[src/rtl/router_fifo.sv]
// ---------------------------------------------------------------------------
// router_fifo
//
// Per-destination output FIFO of the 1x3 router. It sits directly downstream
// of the synchronizer, and there is one instance per output port. Every entry
// stores a header flag alongside the data byte. On the read side the flag lets
// the block track packet boundaries and pulse pkt_done on the final (parity)
// byte of each packet.
//
// Parameters:
//   WIDTH  data byte width (stored entry is WIDTH+1 bits); must be >= 8
//   DEPTH  number of entries, power of 2
//   AW     log2(DEPTH)
//
// Ports:
//   clk         rising-edge clock
//   rst         synchronous, active-low reset
//   soft_reset  synchronous active-high flush (read timeout in synchronizer)
//   write_enb   write request from synchronizer wr_en bit
//   read_enb    read request from destination client
//   lfd_state   high when data_in is a packet header byte
//   data_in     write data
//   data_out    registered read data
//   data_valid  high one cycle after an accepted read
//   pkt_done    one-cycle pulse with data_valid on the last byte of a packet
//   full        FIFO full
//   empty       FIFO empty
//
// Optional feature, enabled by defining ROUTER_FIFO_OCCUPANCY_EN:
//   occupancy        current number of stored entries (0..DEPTH)
//   overflow_sticky  set by any write attempt while full, cleared by either
//                    reset
// ---------------------------------------------------------------------------
module router_fifo #(
  parameter int WIDTH = 8,
  parameter int DEPTH = 16,
  parameter int AW    = 4
) (
  input  logic             clk,
  input  logic             rst,
  input  logic             soft_reset,
  input  logic             write_enb,
  input  logic             read_enb,
  input  logic             lfd_state,
  input  logic [WIDTH-1:0] data_in,
  output logic [WIDTH-1:0] data_out,
  output logic             data_valid,
  output logic             pkt_done,
  output logic             full,
  output logic             empty
`ifdef ROUTER_FIFO_OCCUPANCY_EN
  ,
  output logic [AW:0]      occupancy,
  output logic             overflow_sticky
`endif
);

  localparam logic [AW:0] PtrOne = 1;

  logic [AW:0]       wptr_q, wptr_d;
  logic [AW:0]       rptr_q, rptr_d;
  logic [5:0]        pktCnt_q, pktCnt_d;
  logic [WIDTH-1:0]  dataOut_q, dataOut_d;
  logic              dataValid_q, dataValid_d;
  logic              pktDone_q, pktDone_d;

  logic [WIDTH-1:0]  memData [DEPTH];
  logic [DEPTH-1:0]  hdrFlag_q;

  logic              clearAll;
  logic              wrAccept;
  logic              rdAccept;
  logic [WIDTH-1:0]  rdData;
  logic              rdHdr;

  // Both resets clear exactly the same state, so they share one term.
  assign clearAll = !rst || soft_reset;

  // One extra pointer bit distinguishes full from empty when low bits match.
  assign empty = (wptr_q == rptr_q);
  assign full  = (wptr_q[AW] != rptr_q[AW]) && (wptr_q[AW-1:0] == rptr_q[AW-1:0]);

  assign wrAccept = write_enb && !full;
  assign rdAccept = read_enb && !empty;

  assign rdData = memData[rptr_q[AW-1:0]];
  assign rdHdr  = hdrFlag_q[rptr_q[AW-1:0]];

  assign data_out   = dataOut_q;
  assign data_valid = dataValid_q;
  assign pkt_done   = pktDone_q;

  // The header byte carries the payload length in bits [7:2]. Loading
  // length+1 makes the count cover the trailing parity byte, so reaching 1
  // marks the last byte of the packet. A stray non-header byte seen while the
  // count is zero leaves the counter alone.
  always_comb begin
    wptr_d      = wptr_q;
    rptr_d      = rptr_q;
    pktCnt_d    = pktCnt_q;
    dataOut_d   = dataOut_q;
    dataValid_d = 1'b0;
    pktDone_d   = 1'b0;
    if (wrAccept) begin
      wptr_d = wptr_q + PtrOne;
    end
    if (rdAccept) begin
      rptr_d      = rptr_q + PtrOne;
      dataOut_d   = rdData;
      dataValid_d = 1'b1;
      if (rdHdr) begin
        pktCnt_d = rdData[7:2] + 6'd1;
      end else if (pktCnt_q != 6'd0) begin
        pktCnt_d  = pktCnt_q - 6'd1;
        pktDone_d = (pktCnt_q == 6'd1);
      end
    end
  end

  always_ff @(posedge clk) begin
    if (clearAll) begin
      wptr_q      <= '0;
      rptr_q      <= '0;
      pktCnt_q    <= '0;
      dataOut_q   <= '0;
      dataValid_q <= 1'b0;
      pktDone_q   <= 1'b0;
    end else begin
      wptr_q      <= wptr_d;
      rptr_q      <= rptr_d;
      pktCnt_q    <= pktCnt_d;
      dataOut_q   <= dataOut_d;
      dataValid_q <= dataValid_d;
      pktDone_q   <= pktDone_d;
    end
  end

  // Header flags are cleared so stale flags can never retrigger packet
  // tracking after a flush. The data bytes themselves need no reset.
  always_ff @(posedge clk) begin
    if (clearAll) begin
      hdrFlag_q <= '0;
    end else if (wrAccept) begin
      hdrFlag_q[wptr_q[AW-1:0]] <= lfd_state;
    end
  end

  always_ff @(posedge clk) begin
    if (!clearAll && wrAccept) begin
      memData[wptr_q[AW-1:0]] <= data_in;
    end
  end

`ifdef ROUTER_FIFO_OCCUPANCY_EN
  logic overflowSticky_q;

  assign occupancy       = wptr_q - rptr_q;
  assign overflow_sticky = overflowSticky_q;

  always_ff @(posedge clk) begin
    if (clearAll) begin
      overflowSticky_q <= 1'b0;
    end else if (write_enb && full) begin
      overflowSticky_q <= 1'b1;
    end
  end
`endif

endmodule

[config.mk]
export PLATFORM = sky130hd
export DESIGN_NAME = router_fifo
export DESIGN_NICKNAME = d
export VERILOG_FILES = /design/src/rtl/router_fifo.sv
export SDC_FILE = /design/constraint.sdc
export NUM_CORES = 1
export LEC_CHECK = 0
export ABC_AREA = 1
export CORE_UTILIZATION = 35
export DETAILED_ROUTE_END_ITERATION = 7
export PLACE_DENSITY = 0.48
export SLEW_MARGIN = 10
export SYNTH_ARGS = -nofsm -noshare
export SYNTH_HDL_FRONTEND = slang
export SYNTH_SLANG_ARGS = --single-unit
[constraint.sdc]
create_clock -name clk -period 1.92 [get_ports clk]
set_input_delay 0.288 -clock clk [delete_from_list [all_inputs] [get_ports clk]]
set_output_delay 0.288 -clock clk [all_outputs]
set_load 0.1 [all_outputs]
## After elaboration in Yosys (flattened, before gate mapping)

Memory sizes are Yosys's and may differ from the RTL's. A register that Yosys moved wholly into a read port is not among the register bits.
Cells that the tools add are included.
Widths: inputs -> output; s select.

| storage, ports and cells | value |
|---|---|
| register bits | 42 |
| RAM bits | 128 |
| input bits | 14 |
| output and inout port bits | 12 |
| word-level logic and storage cells | 47 |
| memories kept | 1 |

| operators by class | value |
|---|---|
| add/subtract/negate cells | 4 |
| magnitude comparators | 3 |
| equality and inequality tests | 4 |
| multiplexer cells | 12 |
| bitwise gates (word level) | 2 |
| reduce and logical (&&, ||, !) cells | 14 |

Memories:

| memory | depth | width | read ports | clocked after memory_dff | wr ports | RTL line | text |
|---|---|---|---|---|---|---|---|
| memData | 16 | 8 | 1 | 1 | 1 | 67 | `logic [WIDTH-1:0] memData [DEPTH];` |

Operators with widths:

| operator | count |
|---|---|
| $bwmux 16 | 1 |
| $mux 6 | 2 |
| $add 5x1->5 const B | 2 |
| $lt 4x5->1 const B | 2 |
| $mux 4 | 2 |
| $add 6x1->6 const B | 1 |
| $eq 6x1->1 const B | 1 |
| $reduce_bool 6->1 | 1 |
| $sub 6x1->6 const B | 1 |
| $eq 5x5->1 | 1 |
| $logic_and 1x1->1 | 5 |
| $mux 1 | 5 |
| $bmux 1 s4 | 1 |
| $demux 1 s4 | 1 |
| $eq 4x4->1 | 1 |
| $ge 4x1->1 const B | 1 |
| $logic_not 1->1 | 4 |
| $reduce_or 4->1 | 1 |
| $not 1->1 | 2 |
| $reduce_and 2->1 | 1 |
| $reduce_bool 2->1 | 1 |
| $logic_or 1x1->1 | 1 |
| $ne 1x1->1 | 1 |

## Longest topological paths before layout

| logic depth | value |
|---|---|
| word-level depth | 7 |
| mapped depth | 15 |
| depth with buffers taken out | 13 |

## Least setup slack after synthesis

OpenSTA, ideal clock, no wires.

| path | value |
|---|---|
| kind | register to register |
| from | register rptr_q[0] |
| to | memory memData[1][0], enable pin |
| data arrival time | 1.533 ns |
| required time | 1.550 ns |
| slack | 0.017 ns |
| cell stages (with the launch flop) | 9 |
| path buffers | 1 |
| clock period less this slack | 1.903 ns |
| path through | dfxtp_1 > buf_4 > xor2_1 > a21oi_2 > nand3_2 > nand2_4 > nor2_2 > nand2_1 > nor2_1 |

| on the way | value |
|---|---|
| cells in the longest elaborated chain, start to end | 7 |

Ends and longest elaborated chain:

| element | RTL line | text |
|---|---|---|
| from (decl) | 61 | `logic [AW:0] rptr_q, rptr_d;` |
| from (signal assigned) | 130 | `rptr_q <= rptr_d;` |
| $eq 4x4->1 | 81 | `assign full = (wptr_q[AW] != rptr_q[AW]) && (wptr_q[AW-1:0] == rptr_q[AW-1:0]);` |
| $logic_and 1x1->1 | 81 |  |
| $logic_not 1->1 | 83 | `assign wrAccept = write_enb && !full;` |
| $logic_and 1x1->1 | 83 |  |
| $logic_and 1x1->1 | 149 | `if (!clearAll && wrAccept) begin` |
| $mux 1 | 149 |  |
| $mux 1 (not written as such) | 150 | `memData[wptr_q[AW-1:0]] <= data_in;` |
| to (decl) | 67 |  |

Every way passes these cells.

## Worst setup path after layout

| path | value |
|---|---|
| from | register wptr_q[2] |
| to | output port empty |

| on the way | value |
|---|---|
| cells in the longest elaborated chain, start to end | 1 |

Ends and longest elaborated chain:

| element | RTL line | text |
|---|---|---|
| from (decl) | 60 | `logic [AW:0] wptr_q, wptr_d;` |
| from (signal assigned) | 129 | `wptr_q <= wptr_d;` |
| $eq 5x5->1 | 80 | `assign empty = (wptr_q == rptr_q);` |
| to (decl) | 50 | `output logic empty` |

Every way passes these cells.

==> flow_summary.ini <==
[yosys]
yosysSeqAreaShare_pct = 62.7
yosys.area.top_type_share_pct = 50.6
synth_warnings = 0
syn_nets = 785
synth_top_area_cell = edfxtp_1
synth_cell_types = 36
async_reset_ff_share_pct = 0
synthCells = 763
synth_most_common_cell = nand2_1
avgSynthCellArea_um2 = 9.95
ys.flop_type = edfxtp_1
synth_edf_count = 128
synthTopCellsByCount = nand2_1, edfxtp_1, inv_1
ys_ff_latch = 174
netlist_area_um2 = 7590
synth_area_leaders = edfxtp_1, dfxtp_1, nand2_1

[power]
power.switching_w = 0.00185
power.share.clock_pct = 40.8
leakage_nw = 3.64
ir_drop_mv = 0.567
p_total_w = 0.00789
p_per_area_nw_per_um2 = 826
p_sw_share_pct = 23.5
p_int_w = 0.00604
power_frac_seq_pct = 51.5
p_comb_share_pct = 7.7

[job]
cap_violations = 0

[critical_path]
worstPathArrival_ns = 1.61
r2r_cells = 9
crit_path_end_kind = output pin
critPathMaxStageDelay_ns = 0.32
crit_chain = xor2_1, nor3_2, buf_4, nand3_2, inv_2, buf_12
worst-path-buf-inv = 3
crit_required_ns = 1.63
crit_fanout = 2
timing_worst_setup_path_type = register to output pin
cp_num_cells = 6
path_delay_family = buffers and inverters
critPathLaunchType = register
critPathSlowestCell = dfxtp_2

[floorplanning]
die_w_um = 149
core_area_um2 = 21200
chipHeight_um = 149
die_area_um2 = 22300
rows = 53
ioPinCount = 26
start_util_pct = 35.9

[placed_design]
dp.cells = 1089
dp_hpwl_um = 13400
portBuffers = 25
globalplace.congestion = 0.842
post_dp_cell_area_um2 = 8490

[timing]
fmaxAchievable_mhz = 527
timing.slew.headroom_pct = 48.1
fin_crit_ns = 1.90
hold_viol = 0
tightestPinTransition_ns = 0.775
whs_ns = 0.464
slew_viol_final = 0
setup_viol = 0
fin_crit_sh_pct = 98.7
clock_skew_ns = 0.00906
rsz0062_at_grt = true
fin_setup_tns_ns = 0

[detailed_routing]
drt-pass1-iter-count = 5
drt_wl_total_um = 19700
vias_per_cell = 4.98
drtAntennaViolNets = 0
via_count = 5670
drtIter0Drc = 371
drc = 0
wl_per_cell_um = 17.3

[clock_network]
clockBufferDepth = 2
clk_pin_slew_ns = 0.07
cts-root-buf = clkbuf_16
htree_levels = 4
numCtsBuffers = 17
cts_tree = done
cts-hold-fix-buffers = 0
clock_sinks = 174
clk_latency_ns = 0.43

[layout]
final_cell_area_um2 = 9550
fin_cells = 1138
diodes = 0
areaGrowthSynthToFinish_pct = 25.7
drive_gt1_share_pct = 23.1
nets = 872

[hold_path]
whs_path_depth = 2
hold_class = register to register

[run_status]
status = complete, no violations

[global_route]
grt_first_pass_wirelength_um = 30300
grtUsageTotal_pct = 18.4
grt_max_degree = 30
grt_overflow = 0
antenna_found_initial = 0
grt_pass1_vias = 5628
cells in the final DEF (no fill, tap or decap), types with 3 or more instances in the layout:
cell / n
nand2_1: 159
edfxtp_1: 128
inv_1: 73
buf_4: 68
nor2_1: 63
nand3_1: 45
o21ai_0: 44
a21oi_1: 43
dfxtp_1: 35
clkbuf_16: 20
nand3_2: 19
o21ai_1: 15
o211ai_1: 13
clkdlybuf4s50_1: 13
nand2_2: 9
dfxtp_2: 9
buf_12: 9
buf_6: 8
nor2_2: 7
ha_1: 7
inv_2: 6
clkinv_2: 6
a31oi_1: 5
o221ai_1: 5
clkinv_4: 5
nand3_4: 4
nand2_4: 4
xor2_1: 4
nor2_4: 4
buf_8: 4
nand4_1: 3
o22ai_1: 3
what timing repair did:
action                                  CTS  global route
hold endpoints to repair                  0             0
endpoints found under the setup margin    5           142
pin swaps                                 2            22
resized for setup                        16            81
setup buffers                             1            13
gates cloned                              0             3
worst paths after layout:
path	start	end	slack, ns
hold / removal	hdrFlag_q[3]	hdrFlag_q[3]	0.46
setup reg to reg	rptr_q[0]	memData[3][4]	0.08
hold reg to reg	hdrFlag_q[3]	hdrFlag_q[3]	0.46
setup / recovery	wptr_q[2]	empty	0.02
routing by layer:
layer	routed length (µm)	part of all wire (%)	global-route usage [%]
met5	0	0	0
met4	379	1.9	6.43
met3	855	4.3	3.39
met2	9380	48	30.2
met1	9060	46	24.2
sequential cells by signal, indices dropped and copies added (netlist names), named ones only:
register,cells
data_out,8
hdrFlag_q,16
memData,128
wptr_q,5
pktCnt_q,6
data_valid,1
rptr_q,5
pkt_done,1
per-stage QoR:
step / worst slack, ns / util [%]
floorplan: 0.0167 / -
global placement: -0.0137 / 40.1
detailed placement: -0.108 / 40.1
CTS: -0.0262 / 42.9
global route: -0.0504 / 45.1
finish: 0.0241 / 45.1
power by group through the flow:
stage	sequential, W	clock (W)	combinational, W
finish	0.00407	0.00322	0.000606
global route	0.00407	0.00345	0.000658
CTS	0.00406	0.00330	0.000536
detailed placement	0.00415	0	0.000529
global placement	0.00415	0	0.000527
floorplan	0.00419	0	0.000274
layout make-up:
cell class / count / area [µm²]
Inverter: 82 / 325
Clock buffer: 17 / 425
Multi-Input combinational cell: 470 / 2500
Timing Repair Buffer: 105 / 1050
Fill cell: 2005 / 11600
Tap cell: 275 / 344
Clock inverter: 15 / 124
Sequential cell: 174 / 4780
cell families (layout without fill, tap and decap cells):
| kind of cell | after synthesis | count (layout) | synth area share (%) |
|---|---|---|---|
| xor gates and xnor gates | 5 | 5 | 0.577 |
| adders and majority gates | 8 | 8 | 1.32 |
| buffers and inverters | 119 | 219 | 7.48 |
| DFF | 174 | 174 | 62.7 |
| and+or+nand+nor | 323 | 323 | 18.1 |
| AOI/OAI and AO/OA | 134 | 134 | 9.82 |
tightest hold or removal path, stage by stage, from the launching register on:
cell	delay, ns
dfxtp_1	0.30
inv_1	0.07
a21oi_1	0.06
No activity file was read; power rests on OpenSTA's default activity.
